### src/rtl/cache_request_initiator.sv
// Requester-side cache-access endpoint: queues PE loads/stores, issues them to the router,
// and matches returned read data against this node's address with timeout/retry.
module cache_request_initiator #(
    parameter int DATA_WIDTH               = 32,
    parameter int CACHE_BANK_ADDRESS_WIDTH = 10,
    parameter int NETWORK_ADDRESS_WIDTH    = 8,
    parameter int MY_ADDRESS               = 0,
    parameter int FIFO_DEPTH               = 4,
    parameter int TIMEOUT_CYCLES           = 64,
    parameter int MAX_RETRIES              = 2
) (
    input  logic                                clk,
    input  logic                                reset,
    input  logic                                coreReq_valid,
    output logic                                coreReq_ready,
    input  logic                                coreReq_write,
    input  logic [NETWORK_ADDRESS_WIDTH-1:0]    coreReq_bankNode,
    input  logic [CACHE_BANK_ADDRESS_WIDTH-1:0] coreReq_address,
    input  logic [DATA_WIDTH-1:0]               coreReq_data,
    output logic                                coreResp_valid,
    output logic                                coreResp_error,
    output logic [DATA_WIDTH-1:0]               coreResp_data,
    output logic                                writeDone,
    output logic                                busy,
    output logic [NETWORK_ADDRESS_WIDTH-1:0]    targetAddressOut,
    output logic [NETWORK_ADDRESS_WIDTH-1:0]    requesterAddressOut,
    output logic [CACHE_BANK_ADDRESS_WIDTH-1:0] cacheAddressOut,
    output logic                                memReadOut,
    output logic                                memWriteOut,
    output logic [DATA_WIDTH-1:0]               dataOut,
    input  logic                                netReady,
    input  logic                                readReadyIn,
    input  logic [NETWORK_ADDRESS_WIDTH-1:0]    requesterAddressIn,
    input  logic [DATA_WIDTH-1:0]               cacheDataIn
);
    localparam int PW = (FIFO_DEPTH > 1) ? $clog2(FIFO_DEPTH) : 1;
    localparam int CW = $clog2(FIFO_DEPTH + 1);
    localparam int TW = (TIMEOUT_CYCLES > 1) ? $clog2(TIMEOUT_CYCLES) : 1;
    localparam int RW = (MAX_RETRIES > 0) ? $clog2(MAX_RETRIES + 1) : 1;
    localparam logic [NETWORK_ADDRESS_WIDTH-1:0] MY_ADDR = NETWORK_ADDRESS_WIDTH'(MY_ADDRESS);

    typedef struct packed {
        logic                                write;
        logic [NETWORK_ADDRESS_WIDTH-1:0]    node;
        logic [CACHE_BANK_ADDRESS_WIDTH-1:0] addr;
        logic [DATA_WIDTH-1:0]               data;
    } req_t;

    typedef enum logic [1:0] {IDLE, ISSUE, WAIT} state_t;

    state_t          state, nextState;
    req_t            fifoMem [FIFO_DEPTH];
    req_t            pending;
    logic [PW-1:0]   wrPtr, rdPtr;
    logic [CW-1:0]   count;
    logic [TW-1:0]   timer;
    logic [RW-1:0]   retry;
    logic            respValidQ, respErrorQ, writeDoneQ;
    logic [DATA_WIDTH-1:0] respDataQ;

    logic push, pop, match, timeoutHit, issueOn;
    logic respValidNext, respErrorNext, respLoad, writeDoneNext, retryInc;

    assign coreReq_ready = ~reset & (count != CW'(FIFO_DEPTH));
    assign push          = coreReq_valid & coreReq_ready;
    assign pop           = (state == IDLE) & (count != '0);
    assign match         = readReadyIn & (requesterAddressIn == MY_ADDR);
    assign timeoutHit    = (timer == TW'(TIMEOUT_CYCLES - 1));

    always_comb begin
        nextState     = state;
        respValidNext = 1'b0;
        respErrorNext = 1'b0;
        respLoad      = 1'b0;
        writeDoneNext = 1'b0;
        retryInc      = 1'b0;
        case (state)
            IDLE:  if (pop) nextState = ISSUE;
            ISSUE: if (netReady) begin
                if (pending.write) begin
                    writeDoneNext = 1'b1;
                    nextState     = IDLE;
                end else begin
                    nextState = WAIT;
                end
            end
            WAIT: begin
                // a match in the timeout cycle still completes normally
                if (match) begin
                    respValidNext = 1'b1;
                    respLoad      = 1'b1;
                    nextState     = IDLE;
                end else if (timeoutHit) begin
                    if (retry < RW'(MAX_RETRIES)) begin
                        retryInc  = 1'b1;
                        nextState = ISSUE;
                    end else begin
                        respValidNext = 1'b1;
                        respErrorNext = 1'b1;
                        respLoad      = 1'b1;
                        nextState     = IDLE;
                    end
                end
            end
            default: nextState = IDLE;
        endcase
    end

    always_ff @(posedge clk) begin
        if (push) fifoMem[wrPtr] <= '{coreReq_write, coreReq_bankNode, coreReq_address, coreReq_data};
    end

    always_ff @(posedge clk) begin
        if (reset) begin
            state      <= IDLE;
            wrPtr      <= '0;
            rdPtr      <= '0;
            count      <= '0;
            pending    <= '0;
            timer      <= '0;
            retry      <= '0;
            respValidQ <= 1'b0;
            respErrorQ <= 1'b0;
            respDataQ  <= '0;
            writeDoneQ <= 1'b0;
        end else begin
            state <= nextState;
            if (push) wrPtr <= wrPtr + 1'b1;
            if (pop) begin
                rdPtr   <= rdPtr + 1'b1;
                pending <= fifoMem[rdPtr];
                retry   <= '0;
            end else if (retryInc) begin
                retry <= retry + 1'b1;
            end
            if (push && !pop)      count <= count + 1'b1;
            else if (pop && !push) count <= count - 1'b1;
            timer      <= (state == WAIT) ? timer + 1'b1 : '0;
            respValidQ <= respValidNext;
            respErrorQ <= respErrorNext;
            writeDoneQ <= writeDoneNext;
            if (respLoad) respDataQ <= match ? cacheDataIn : '0;
        end
    end

    // everything reads as zero while reset is held, even before the clock edge takes it
    assign issueOn             = ~reset & (state == ISSUE);
    assign memReadOut          = issueOn & ~pending.write;
    assign memWriteOut         = issueOn & pending.write;
    assign targetAddressOut    = issueOn ? pending.node : '0;
    assign cacheAddressOut     = issueOn ? pending.addr : '0;
    assign dataOut             = (issueOn & pending.write) ? pending.data : '0;
    assign requesterAddressOut = reset ? '0 : MY_ADDR;
    assign busy                = ~reset & ((count != '0) | (state != IDLE));
    assign coreResp_valid      = ~reset & respValidQ;
    assign coreResp_error      = ~reset & respErrorQ;
    assign coreResp_data       = reset ? '0 : respDataQ;
    assign writeDone           = ~reset & writeDoneQ;
endmodule

### config.mk
export PLATFORM = sky130hd
export DESIGN_NAME = cache_request_initiator
export DESIGN_NICKNAME = d
export VERILOG_FILES = /design/src/rtl/cache_request_initiator.sv
export SDC_FILE = /design/constraint.sdc
export NUM_CORES = 1
export LEC_CHECK = 0
export CAP_MARGIN = 30
export CORE_UTILIZATION = 48
export DETAILED_ROUTE_END_ITERATION = 16
export PLACE_DENSITY = 0.76
export SYNTH_ARGS = -nofsm -noshare
export SYNTH_HDL_FRONTEND = slang
export SYNTH_SLANG_ARGS = --single-unit
### constraint.sdc
create_clock -name clk -period 3 [get_ports clk]
set_input_delay 0.6 -clock clk [delete_from_list [all_inputs] [get_ports clk]]
set_output_delay 0.6 -clock clk [all_outputs]
set_load 0.05 [all_outputs]
======== After elaboration in Yosys (flattened, before gate mapping) ========
Memories as Yosys holds them, arrays and structs flattened. A register that Yosys moved wholly into a read port is not among the register bits.
Index checks and enable logic that the tools add are counted.
W data, S select, Z words.
operators by class
  $add $sub $neg .......................... 6
  order comparisons ....................... 1
  eq/ne operators ......................... 7
  muxes and demuxes ....................... 25
  bitwise operators ....................... 17
  reduce and logical (&&, ||, !) cells .... 14
operator list
  cell                   count
  $mux W32               3
  $mux W1                12
  $and A1 B1 Y1          11
  $mux W10               1
  $mux W2                5
  $logic_not A8 Y1       1
  $mux W8                1
  $add A2 B1 Y2 const B  3
  $add A6 B1 Y6 const B  1
  $eq A6 B6 Y1 const B   1
  $mux W3                2
  $ne A3 B3 Y1 const B   2
  $pmux W2 S3            1
  $reduce_or A3 Y1       2
  $not A1 Y1             5
  $ne A2 B2 Y1 const B   2
  $reduce_bool A2 Y1     2
  $reduce_or A2 Y1       2
  $add A3 B1 Y3 const B  1
  $reduce_and A3 Y1      1
  $reduce_bool A3 Y1     1
  $sub A3 B1 Y3 const B  1
  $eq A2 B1 Y1 const B   1
  $eq A2 B2 Y1 const B   1
  other kinds (5)        7
word-level totals
  register bits after elaboration ......... 52
  bits in writable memories ............... 204
  memories ................................ 1
memory list
  memory   depth  bits a word  read ports  clocked after Yosys merged registers in  write ports  RTL line  source
  fifoMem  4      51           1           1                                        1            52        req_t fifoMem [FIFO_DEPTH];

======== Logic depth before layout (Yosys ltp) ========
Gate-level depths: netlist of run 1.
  word-level depth ........................ 7
  gate-level depth with buffers ........... 10

======== Worst setup path after synthesis of run 1 ========
No wires, ideal clock.
  path kind ............................... input port to flip-flop
  from .................................... in reset
  to ...................................... mem fifoMem[1][0] (netlist bit) (enable)
  library setup time ...................... 0.414 ns
  arrival ................................. 2.417 ns
  required time ........................... 2.586 ns
  slack ................................... 0.169 ns
  stages on the path ...................... 3
  path buffers ............................ 1
  cells stage by stage .................... buf_2 > a211oi_2 > and2_1
between the ends
  longest elaborated chain between the ends .. 5
RTL lines
  item                           RTL line  source
  from (decl)                    13        input logic reset,
  $not A1 Y1                     64        assign coreReq_ready = ~reset & (count != CW'(FIFO_DEPTH));
  $and A1 B1 Y1                  64
  $and A1 B1 Y1                  65        assign push = coreReq_valid & coreReq_ready;
  net push                       61        logic push, pop, match, timeoutHit, issueOn;
  $mux W1                        110       if (push) fifoMem[wrPtr] <= '{coreReq_write, coreReq_bankNode, coreReq_address, coreReq_data};
  $mux W1 (implied by the code)  110
  to (decl)                      52
The timed path passes the listed nets, and every way through them passes these cells.

======== Final worst setup path of run 1 ========
  from .................................... reg state[0]
  to ...................................... out memReadOut
between the ends
  longest elaborated chain between the ends .. 3
RTL lines
  item                    RTL line  source
  from (decl)             51        state_t state, nextState;
  from (signal assigned)  127       state <= nextState;
  $eq A2 B1 Y1            147       assign issueOn = ~reset & (state == ISSUE);
  $and A1 B1 Y1           147
  $and A1 B1 Y1           148       assign memReadOut = issueOn & ~pending.write;
  to (decl)               28        output logic memReadOut,
Every way passes these cells.

==> out/results.ini, run 1 <==
[status]
status=finished, final reports clean

[cts]
h-tree-depth=1
post_cts_resized=0
postCtsHoldBufs=0
cts_tree=done
clock_latency_ns=0.56
post_cts_buffers=0
cts_max_path_buffers=3
clkSinkCount=307
cts-root-buf=clkbuf_16
clk_pin_slew_ns=0.06
cts_made_buffers=30

[timing]
skew_ns=0.0252
period_needed_ns=2.70
relSlewSlack_pct=52.8
setup_viol=0
slew_violations=0
period_share_pct=90.0
fin_setup_tns_ns=0
max_clock_freq_mhz=370
rsz0062_at_grt=false
worst_pin_slew_ns=0.708
hold_viol_final=0

[pwr]
p_int_mw=8.20
power.leakage_nw=5.70
powerDensity_nw_per_um2=742
seqPwrFrac_pct=45.9
p_clk_share_pct=31.6
p_switching_mw=3.32
irDropWorstVdd_mv=0.504
pwr-share-comb_pct=22.4
swShare_pct=28.8

[final_layout]
final_cell_mix=edfxtp_1, nand2_1, dfxtp_1
fin_nets=1099
n_fill_cell=1781
syn_to_final_growth_pct=30.5
final_common_cell=edfxtp_1
seqCellArea_sq_um=8190
drive_gt1_share_pct=21.4
final_util_pct=63.9
multi_input_area_sq_um=3250

[grt]
grt_max_degree=55
grt_pass1_wl_microns=39800
gr-usage-met2_pct=34.6
gr-total-overflow=0
grt_util_met1_pct=26.2
grt_pass1_vias=7320
grt_util_all_layers_pct=20.0
antenna_found_initial=1
grt.busiest_layer=met2
globalRouteMet3Util_pct=3.93

[route]
viasPerCell=5.26
ant_nets=0
wl_per_cell_microns=18.5
route.vias.total=7071
drc=0
drt_wl_total_microns=24900
drt-pass1-iter-count=5
drt_iter0_drc=517

[hold_path]
hold_path_class=flip-flop to flip-flop

[job]
cap_violations=0

[synthesis]
ys_ff_latch=307
synthArstFlopShare_pct=0
synthCells=809
synth_area_sq_um=11900
synth_seq_area_share_pct=68.8
synth.avg_cell_area_sq_um=14.7
synth_edf_count=204
ys.flop_type=edfxtp_1
yosysWarnings=0
yosysUniqueCellTypes=45

[critical_path]
crit_path_end_kind=output pin
start_kind=flip-flop
critPathArrivalTime_ns=2.10
cp_max_fo=41
critPathKind=flip-flop to output pin
worstPathRequired_ns=2.40

[floorplanning]
initial_core_util_pct=49.0
core_sq_um=24300
die_h_microns=159
dieArea_sq_um=25400
rows=57
die_w_microns=159
io_pins=193

[place]
port_buffers=184
gp_congestion=0.767
hpwl_microns=15500

flip-flops by register name, summed over array words and instances, names as in the netlist:
register and count:
timer 6, retry 2, state 2, rdPtr 2, respValidQ 1, wrPtr 2
pending 51, count 3, writeDoneQ 1, respErrorQ 1, respDataQ 32, fifoMem 204
Yosys cell counts (all sizes together) (18+ instances only):
cell / number / area, sq um
and2: 23 / 144
nor2: 18 / 75.1
edfxtp: 204 / 6130
nand2b: 35 / 219
nand2: 103 / 387
dfxtp: 103 / 2060
mux4: 51 / 1150
and3: 36 / 225
o2bb2ai: 32 / 280
a21oi: 57 / 289
clkbuf: 23 / 86.3
inv: 39 / 149
buf: 34 / 273
per-stage QoR:
step / worst slack (ns) / cells / hold slack (ns) / power (mW) / instance area, sq um
finish: 0.301 / 1345 / 0.452 / 11.5 / 15500
global placement: 0.405 / 1288 / 0.439 / 7.93 / 14600
global route: 0.132 / 1344 / 0.467 / 12.1 / 15500
CTS: 0.252 / 1344 / 0.440 / 11.7 / 15500
floorplan: 0.169 / 816 / 0.426 / 7.20 / 11900
detailed placement: 0.375 / 1288 / 0.443 / 8.00 / 14600
final cells by class:
class                           count  share of cell area [%]
Tap cell                          324                    2.61
Inverter                           39                   0.958
Sequential cell                   307                    52.7
Timing Repair Buffer              205                    16.5
Multi-Input combinational cell    413                    20.9
Antenna cell                        1                  0.0161
Clock buffer                       43                    5.34
Clock inverter                     13                   0.950
worst max-delay path, cell delays in order (launching register included):
cell and delay (ns):
dfxtp_1 0.47, nor3b_4 0.25, buf_4 0.38, nor2b_1 0.27
buf_12 0.17
routing by layer:
| layer | wire [microns] | vias up | part of all wire, % |
|---|---|---|---|
| li1 | - | 3329 | - |
| met1 | 10500 | 3457 | 42 |
| met2 | 12400 | 244 | 50 |
| met3 | 1600 | 41 | 6.4 |
| met4 | 429 | 0 | 1.7 |
| met5 | 0 | - | 0 |
power groups by stage:
stage	registers (mW)	logic (mW)	clock network, mW
4_1_cts	5.30	2.64	3.73
6_report	5.30	2.58	3.65
3_3_place_gp	5.36	2.57	0
2_1_floorplan	5.22	1.98	0
3_5_place_dp	5.38	2.62	0
5_1_grt	5.35	2.83	3.91
path summary, 6_finish.rpt:
check | startpoint | endpoint | slack (ns) | cells past startpoint
worst max-delay path | state[0]$_SDFFE_PP0P_ | memReadOut | 0.30 | 4
worst max register to register | count[0]$_SDFFE_PP0P_ | count[2]$_SDFFE_PP0P_ | 0.78 | 8
worst min-delay path | pending[8]$_SDFFE_PP0P_ | pending[8]$_SDFFE_PP0P_ | 0.45 | 2
worst min register to register | pending[8]$_SDFFE_PP0P_ | pending[8]$_SDFFE_PP0P_ | 0.45 | 2
cell families after synthesis:
| kind of cell | count (synthesis) | synth area share (%) |
|---|---|---|
| other cells | 1 | 0.0315 |
| simple gates | 240 | 10.4 |
| compound gates | 97 | 5.38 |
| mux | 52 | 9.73 |
| xor+xnor | 9 | 0.662 |
| flops | 307 | 68.8 |
| buf+inv | 96 | 4.27 |
| fa+ha+maj | 7 | 0.799 |
Note: power is estimated with default switching activity, not from simulation.
==> run 2: changes to the inputs <==
--- a/config.mk
+++ b/config.mk
@@ -5,7 +5,7 @@
 export SDC_FILE = /design/constraint.sdc
 export NUM_CORES = 1
 export LEC_CHECK = 0
-export CAP_MARGIN = 30
+export CAP_MARGIN = 15
 export CORE_UTILIZATION = 48
 export DETAILED_ROUTE_END_ITERATION = 16
 export PLACE_DENSITY = 0.76
==> results of run 2 <==
No change in the layout: final DEF, timing and power equal those of run 1.
